===== src/rtl/regfile_wb_arbiter.sv =====
// Round-robin writeback arbiter for the single regfile write port, with a pending scoreboard for read hazards.
// Optional macro REGFILE_WB_ARBITER_FWD_EN adds fwd1/fwd2 and drops the in-flight write term from hazard.
module regfile_wb_arbiter #(
  parameter int NREQ   = 2,
  parameter int DATA_W = 32,
  parameter int ADDR_W = 5
) (
  input  logic                     clk,
  input  logic                     rst,
  input  logic [NREQ-1:0]          req_valid,
  input  logic [NREQ*ADDR_W-1:0]   req_addr,
  input  logic [NREQ*DATA_W-1:0]   req_data,
  output logic [NREQ-1:0]          req_ready,
  input  logic                     rsv_valid,
  input  logic [ADDR_W-1:0]        rsv_addr,
  input  logic [ADDR_W-1:0]        raddr1,
  input  logic [ADDR_W-1:0]        raddr2,
  output logic                     hazard,
  output logic [(2**ADDR_W)-1:0]   pending,
  output logic                     rf_we,
  output logic [ADDR_W-1:0]        rf_waddr,
  output logic [DATA_W-1:0]        rf_wdata
`ifdef REGFILE_WB_ARBITER_FWD_EN
  ,
  output logic                     fwd1,
  output logic                     fwd2
`endif
);

  localparam int PTR_W = (NREQ > 1) ? $clog2(NREQ) : 1;
  localparam int NREG  = 2 ** ADDR_W;

  logic [PTR_W-1:0]  ptr;
  logic [PTR_W-1:0]  idx;
  logic [PTR_W-1:0]  win;
  logic              found;
  logic [NREQ-1:0]   grant;
  logic              transfer;
  logic [ADDR_W-1:0] sel_addr;
  logic [DATA_W-1:0] sel_data;
  logic              real_write;
  logic [NREG-1:0]   pending_q;
  logic [NREG-1:0]   pending_next;
  logic              pend_hit;
  logic              we_hit1;
  logic              we_hit2;

  // Scan upward from the pointer with wrap; the first valid requester wins.
  always_comb begin
    grant = '0;
    win   = '0;
    found = 1'b0;
    idx   = ptr;
    for (int k = 0; k < NREQ; k++) begin
      if (!found && req_valid[idx]) begin
        found      = 1'b1;
        grant[idx] = 1'b1;
        win        = idx;
      end
      idx = (idx == PTR_W'(NREQ - 1)) ? '0 : idx + PTR_W'(1);
    end
  end

  assign req_ready = grant;
  assign transfer  = |grant;

  always_comb begin
    sel_addr = '0;
    sel_data = '0;
    for (int i = 0; i < NREQ; i++) begin
      if (grant[i]) begin
        sel_addr = req_addr[i*ADDR_W +: ADDR_W];
        sel_data = req_data[i*DATA_W +: DATA_W];
      end
    end
  end

  // Writes to register 0 complete the handshake but never reach the regfile or scoreboard.
  assign real_write = transfer && (sel_addr != '0);

  always_ff @(posedge clk or posedge rst) begin
    if (rst) begin
      ptr <= '0;
    end else if (transfer) begin
      ptr <= (win == PTR_W'(NREQ - 1)) ? '0 : win + PTR_W'(1);
    end
  end

  always_ff @(posedge clk or posedge rst) begin
    if (rst) begin
      rf_we    <= 1'b0;
      rf_waddr <= '0;
      rf_wdata <= '0;
    end else begin
      rf_we <= real_write;
      if (real_write) begin
        rf_waddr <= sel_addr;
        rf_wdata <= sel_data;
      end
    end
  end

  // Clear first, then set, so a reservation landing with a writeback to the same register wins.
  always_comb begin
    pending_next = pending_q;
    if (real_write) begin
      pending_next[sel_addr] = 1'b0;
    end
    if (rsv_valid && (rsv_addr != '0)) begin
      pending_next[rsv_addr] = 1'b1;
    end
  end

  always_ff @(posedge clk or posedge rst) begin
    if (rst) begin
      pending_q <= '0;
    end else begin
      pending_q <= pending_next;
    end
  end

  assign pending = pending_q;

  assign pend_hit = ((raddr1 != '0) && pending_q[raddr1]) ||
                    ((raddr2 != '0) && pending_q[raddr2]);
  assign we_hit1  = rf_we && (rf_waddr != '0) && (rf_waddr == raddr1);
  assign we_hit2  = rf_we && (rf_waddr != '0) && (rf_waddr == raddr2);

`ifdef REGFILE_WB_ARBITER_FWD_EN
  assign fwd1   = we_hit1;
  assign fwd2   = we_hit2;
  assign hazard = pend_hit;
`else
  // The registered write is not yet visible to regfile reads, so it must stall too.
  assign hazard = pend_hit || we_hit1 || we_hit2;
`endif

endmodule


===== config.mk =====
export PLATFORM = sky130hd
export DESIGN_NAME = regfile_wb_arbiter
export DESIGN_NICKNAME = d
export VERILOG_FILES = /design/src/rtl/regfile_wb_arbiter.sv
export SDC_FILE = /design/constraint.sdc
export NUM_CORES = 1
export LEC_CHECK = 0
export BUFFER_PORTS_ARGS = -buffer_cell sky130_fd_sc_hd__buf_2
export CAP_MARGIN = 20
export CORE_MARGIN = 1
export CORE_UTILIZATION = 43
export DETAILED_ROUTE_END_ITERATION = 10
export GPL_ROUTABILITY_DRIVEN = 0
export PLACE_DENSITY = 0.74
export SLEW_MARGIN = 0
export SYNTH_ARGS = -nofsm -noshare
export SYNTH_HDL_FRONTEND = slang
export SYNTH_SLANG_ARGS = --single-unit

===== constraint.sdc =====
create_clock -name clk -period 4.1 [get_ports clk]
set_clock_uncertainty 0.15 [all_clocks]
set_input_delay 0 -clock clk [delete_from_list [all_inputs] [get_ports clk]]
set_output_delay 0 -clock clk [all_outputs]
set_load 0.02 [all_outputs]

==> impl_metrics.tcl <==
set metrics [dict create \
    status "finished clean" \
    required_ns 4.18 \
    num_rows 34 \
    globalRouteMet2Util 0.4560 \
    cts_buffers 9 \
    fill_cells 674 \
    wl_per_cell_um 18.59 \
    cts_tree "built" \
    synth_edf_count 0 \
    diodes 0 \
    power.density_nw_per_um2 448.0 \
    clk_pin_slew_worst_paths_ns 0.08 \
    start_kind "flop" \
    via_per_inst 5.940 \
    drv_cap 0 \
    fin_crit_ns 3.142 \
    grt.met3_usage 0.05321 \
    ys_ff_latch 71 \
    die_y_um 96.55 \
    hold-path-cell-count 3 \
    synth_cells 375 \
    synth_compound_area_frac 0.2471 \
    timing.slew.headroom 0.5630 \
    drc 0 \
    slew_viol_final 0 \
    final_common_cell "buf_2" \
    gr-total-overflow 0 \
    crit_type "flop to flop" \
    grt_pass1_vias 4038 \
    critPathMaxFanout 27 \
    holdCritPathClass "input pin to flop" \
    yosysSeqAreaShare 0.4622 \
    synthAdderAreaFrac 0 \
    synth_warnings 0 \
    reg2reg_depth 7 \
    grt_pass1_wl_mm 20.34 \
    endpoint_kind "flop" \
    synthXorXnorAreaFrac 0.02279 \
    synth_area_per_cell_um2 10.25 \
    synth_flop_cell "dfrtp_1" \
    cts.htree.levels 3 \
    max_freq_mhz 318.3 \
    power_mw 2.602 \
    grt_max_degree 44 \
    start_util 0.4429 \
    synth_top_family_by_area "compound AO/OA/AOI/OAI gates" \
    synth.net_count 469 \
    clk_path_buf_depth 2 \
    syn2layout_area_growth_pct 51.11 \
    root_buffer "clkbuf_8" \
    synth_area_um2 3844 \
    final_antenna_net_count 0 \
    rsz0062_at_grt "no" \
    vdd_drop_max_mv 0.2029 \
    layout.cells.most_common_list "buf_2 (166), dlygate4sd3_1 (88), dfrtp_1 (71), o21ai_0 (65), a21oi_1 (37)" \
    antenna_found_initial 0 \
    wirelength_mm 13.55 \
    setup_viol_count_final 0 \
    die_area_um2 9321 \
    die_x_um 96.55 \
    r2r-end "pending[11]$_DFF_PP0_" \
    drive_gt1_frac 0.3285 \
    cts_resized 0 \
    power_leakage_nw 2.633 \
    grt.total_usage 0.2913 \
    grt_use_met1 0.3944 \
    min_from "req_addr[8]" \
    multiInputGateArea_um2 1886 \
    dp_hpwl_mm 8.666 \
    synthMuxAreaShare 0.09928 \
    clock_latency_ns 0.33 \
    regArea_um2 1777 \
    setup_tns_ns 0 \
    tightest_slew_ns 0.6527 \
    io_buffers 166 \
    core_um2 8678 \
    clock_sinks 71 \
    hold_viol 0 \
    vias 4330 \
    ff2ff_setup_slack_ns 0.96 \
    synth_async_sr_flop_share 1.000 \
    synth.distinct_cells 42 \
    drt-initial-drc-count 310 \
    synth-simple-area-share 0.1204 \
    period_share 0.7663 \
    ioPinCount 167 \
    cp.arrival_ns 3.22 \
    final_net_count 711 \
    min_to "rf_waddr[3]$_DFFE_PP0N_" \
    dr.pass1.iters 5 \
    grt-busiest-layer "met2" \
]
synth_stat cells, types with 3 or more instances:
| cell type | n | area, um^2 |
|---|---|---|
| dfrtp_1 | 71 | 1777 |
| o21ai_0 | 65 | 325.3 |
| a21oi_1 | 37 | 185.2 |
| nor3_1 | 35 | 175.2 |
| a22oi_1 | 34 | 255.2 |
| clkbuf_1 | 15 | 56.30 |
| nand3_1 | 13 | 65.06 |
| xor2_1 | 10 | 87.58 |
| mux4_1 | 7 | 183.9 |
| buf_2 | 6 | 30.03 |
| mux4_2 | 6 | 135.1 |
| nand2b_1 | 6 | 37.54 |
| a32oi_1 | 5 | 43.79 |
| inv_1 | 5 | 18.77 |
| nand3b_1 | 5 | 37.54 |
| nor2_1 | 5 | 18.77 |
| buf_6 | 4 | 45.04 |
| mux2i_1 | 4 | 40.04 |
| nand2_1 | 4 | 15.01 |
| a211oi_1 | 3 | 22.52 |
| a21o_1 | 3 | 22.52 |
| a32o_1 | 3 | 30.03 |
| and2b_2 | 3 | 26.28 |
| nor2b_1 | 3 | 18.77 |
layout make-up:
| class | count | share of cell area |
|---|---|---|
| tap | 108 | 0.02327 |
| inverter | 6 | 0.003878 |
| clock buffer | 10 | 0.02370 |
| sequential | 71 | 0.3059 |
| multi-input combinational | 270 | 0.3246 |
| timing repair buffer | 259 | 0.3046 |
| clock inverter | 5 | 0.01400 |
sequential cells by signal, indices dropped and copies added, names as in the netlist, named ones only:
name / cells
pending: 32
rf_wdata: 32
rf_waddr: 5
rf_we: 1
critical path: stages, from the launching register on:
cell,delay (ns)
dfrtp_1,0.41
a21boi_2,0.54
buf_4,0.40
a32oi_1,0.17
or2_2,0.43
o21ai_0,0.21
o21ai_0,0.14
dlygate4sd3_1,0.58
stage by stage:
| stage | hold WS (ns) | instance area [um^2] | util | std cells | worst slack, ns |
|---|---|---|---|---|---|
| final | 0.03299 | 5808 | 0.6693 | 729 | 0.9581 |
| after global routing | 0.05586 | 5808 | 0.6693 | 729 | 0.7831 |
| after CTS | 0.02737 | 5781 | 0.6661 | 728 | 1.107 |
| after detailed placement | -0.05356 | 4681 | 0.5394 | 625 | 1.523 |
| after global placement | -0.05533 | 4681 | 0.5394 | 625 | 1.596 |
| after floorplan | 0.003785 | 3844 | - | 375 | 2.054 |
worst max path at each step:
stage,endpoint,slack [ns],cells after the start
2_1_floorplan,hazard,2.05,5
3_3_place_gp,rf_waddr[1]$_DFFE_PP0N_,1.60,7
3_5_place_dp,rf_wdata[15]$_DFFE_PP0N_,1.52,7
4_1_cts,pending[23]$_DFF_PP0_,1.11,7
5_1_grt,pending[11]$_DFF_PP0_,0.78,7
6_report,pending[11]$_DFF_PP0_,0.96,7
what timing repair did:
item	CTS	global route
hold buffers	88	0
endpoints found under the hold margin	97	0
setup buffers	0	0
power breakdown:
| group | leakage [nW] | internal [mW] | switching [mW] | total (mW) |
|---|---|---|---|---|
| Sequential | 0.872 | 0.852 | 0.161 | 1.01 |
| Clock | 0.109 | 0.357 | 0.268 | 0.625 |
| Combinational | 1.65 | 0.418 | 0.547 | 0.964 |
kinds of logic (layout without fill, tap and decap cells):
| group | count (synthesis) | count (layout) |
|---|---|---|
| xor gates and xnor gates | 10 | 10 |
| buffers and inverters | 34 | 280 |
| muxes | 19 | 19 |
| and+or+nand+nor | 83 | 83 |
| AOI/OAI and AO/OA | 158 | 158 |
| DFF | 71 | 71 |
metal layers:
layer | share of wire | wire length, um | vias to the layer above
met5 | 0 | 0 | -
met4 | 0.049 | 665 | 0
met3 | 0.064 | 873 | 62
met2 | 0.49 | 6620 | 257
met1 | 0.40 | 5392 | 2085
li1 | - | - | 1926
Note: power is estimated with default switching activity, not from simulation.
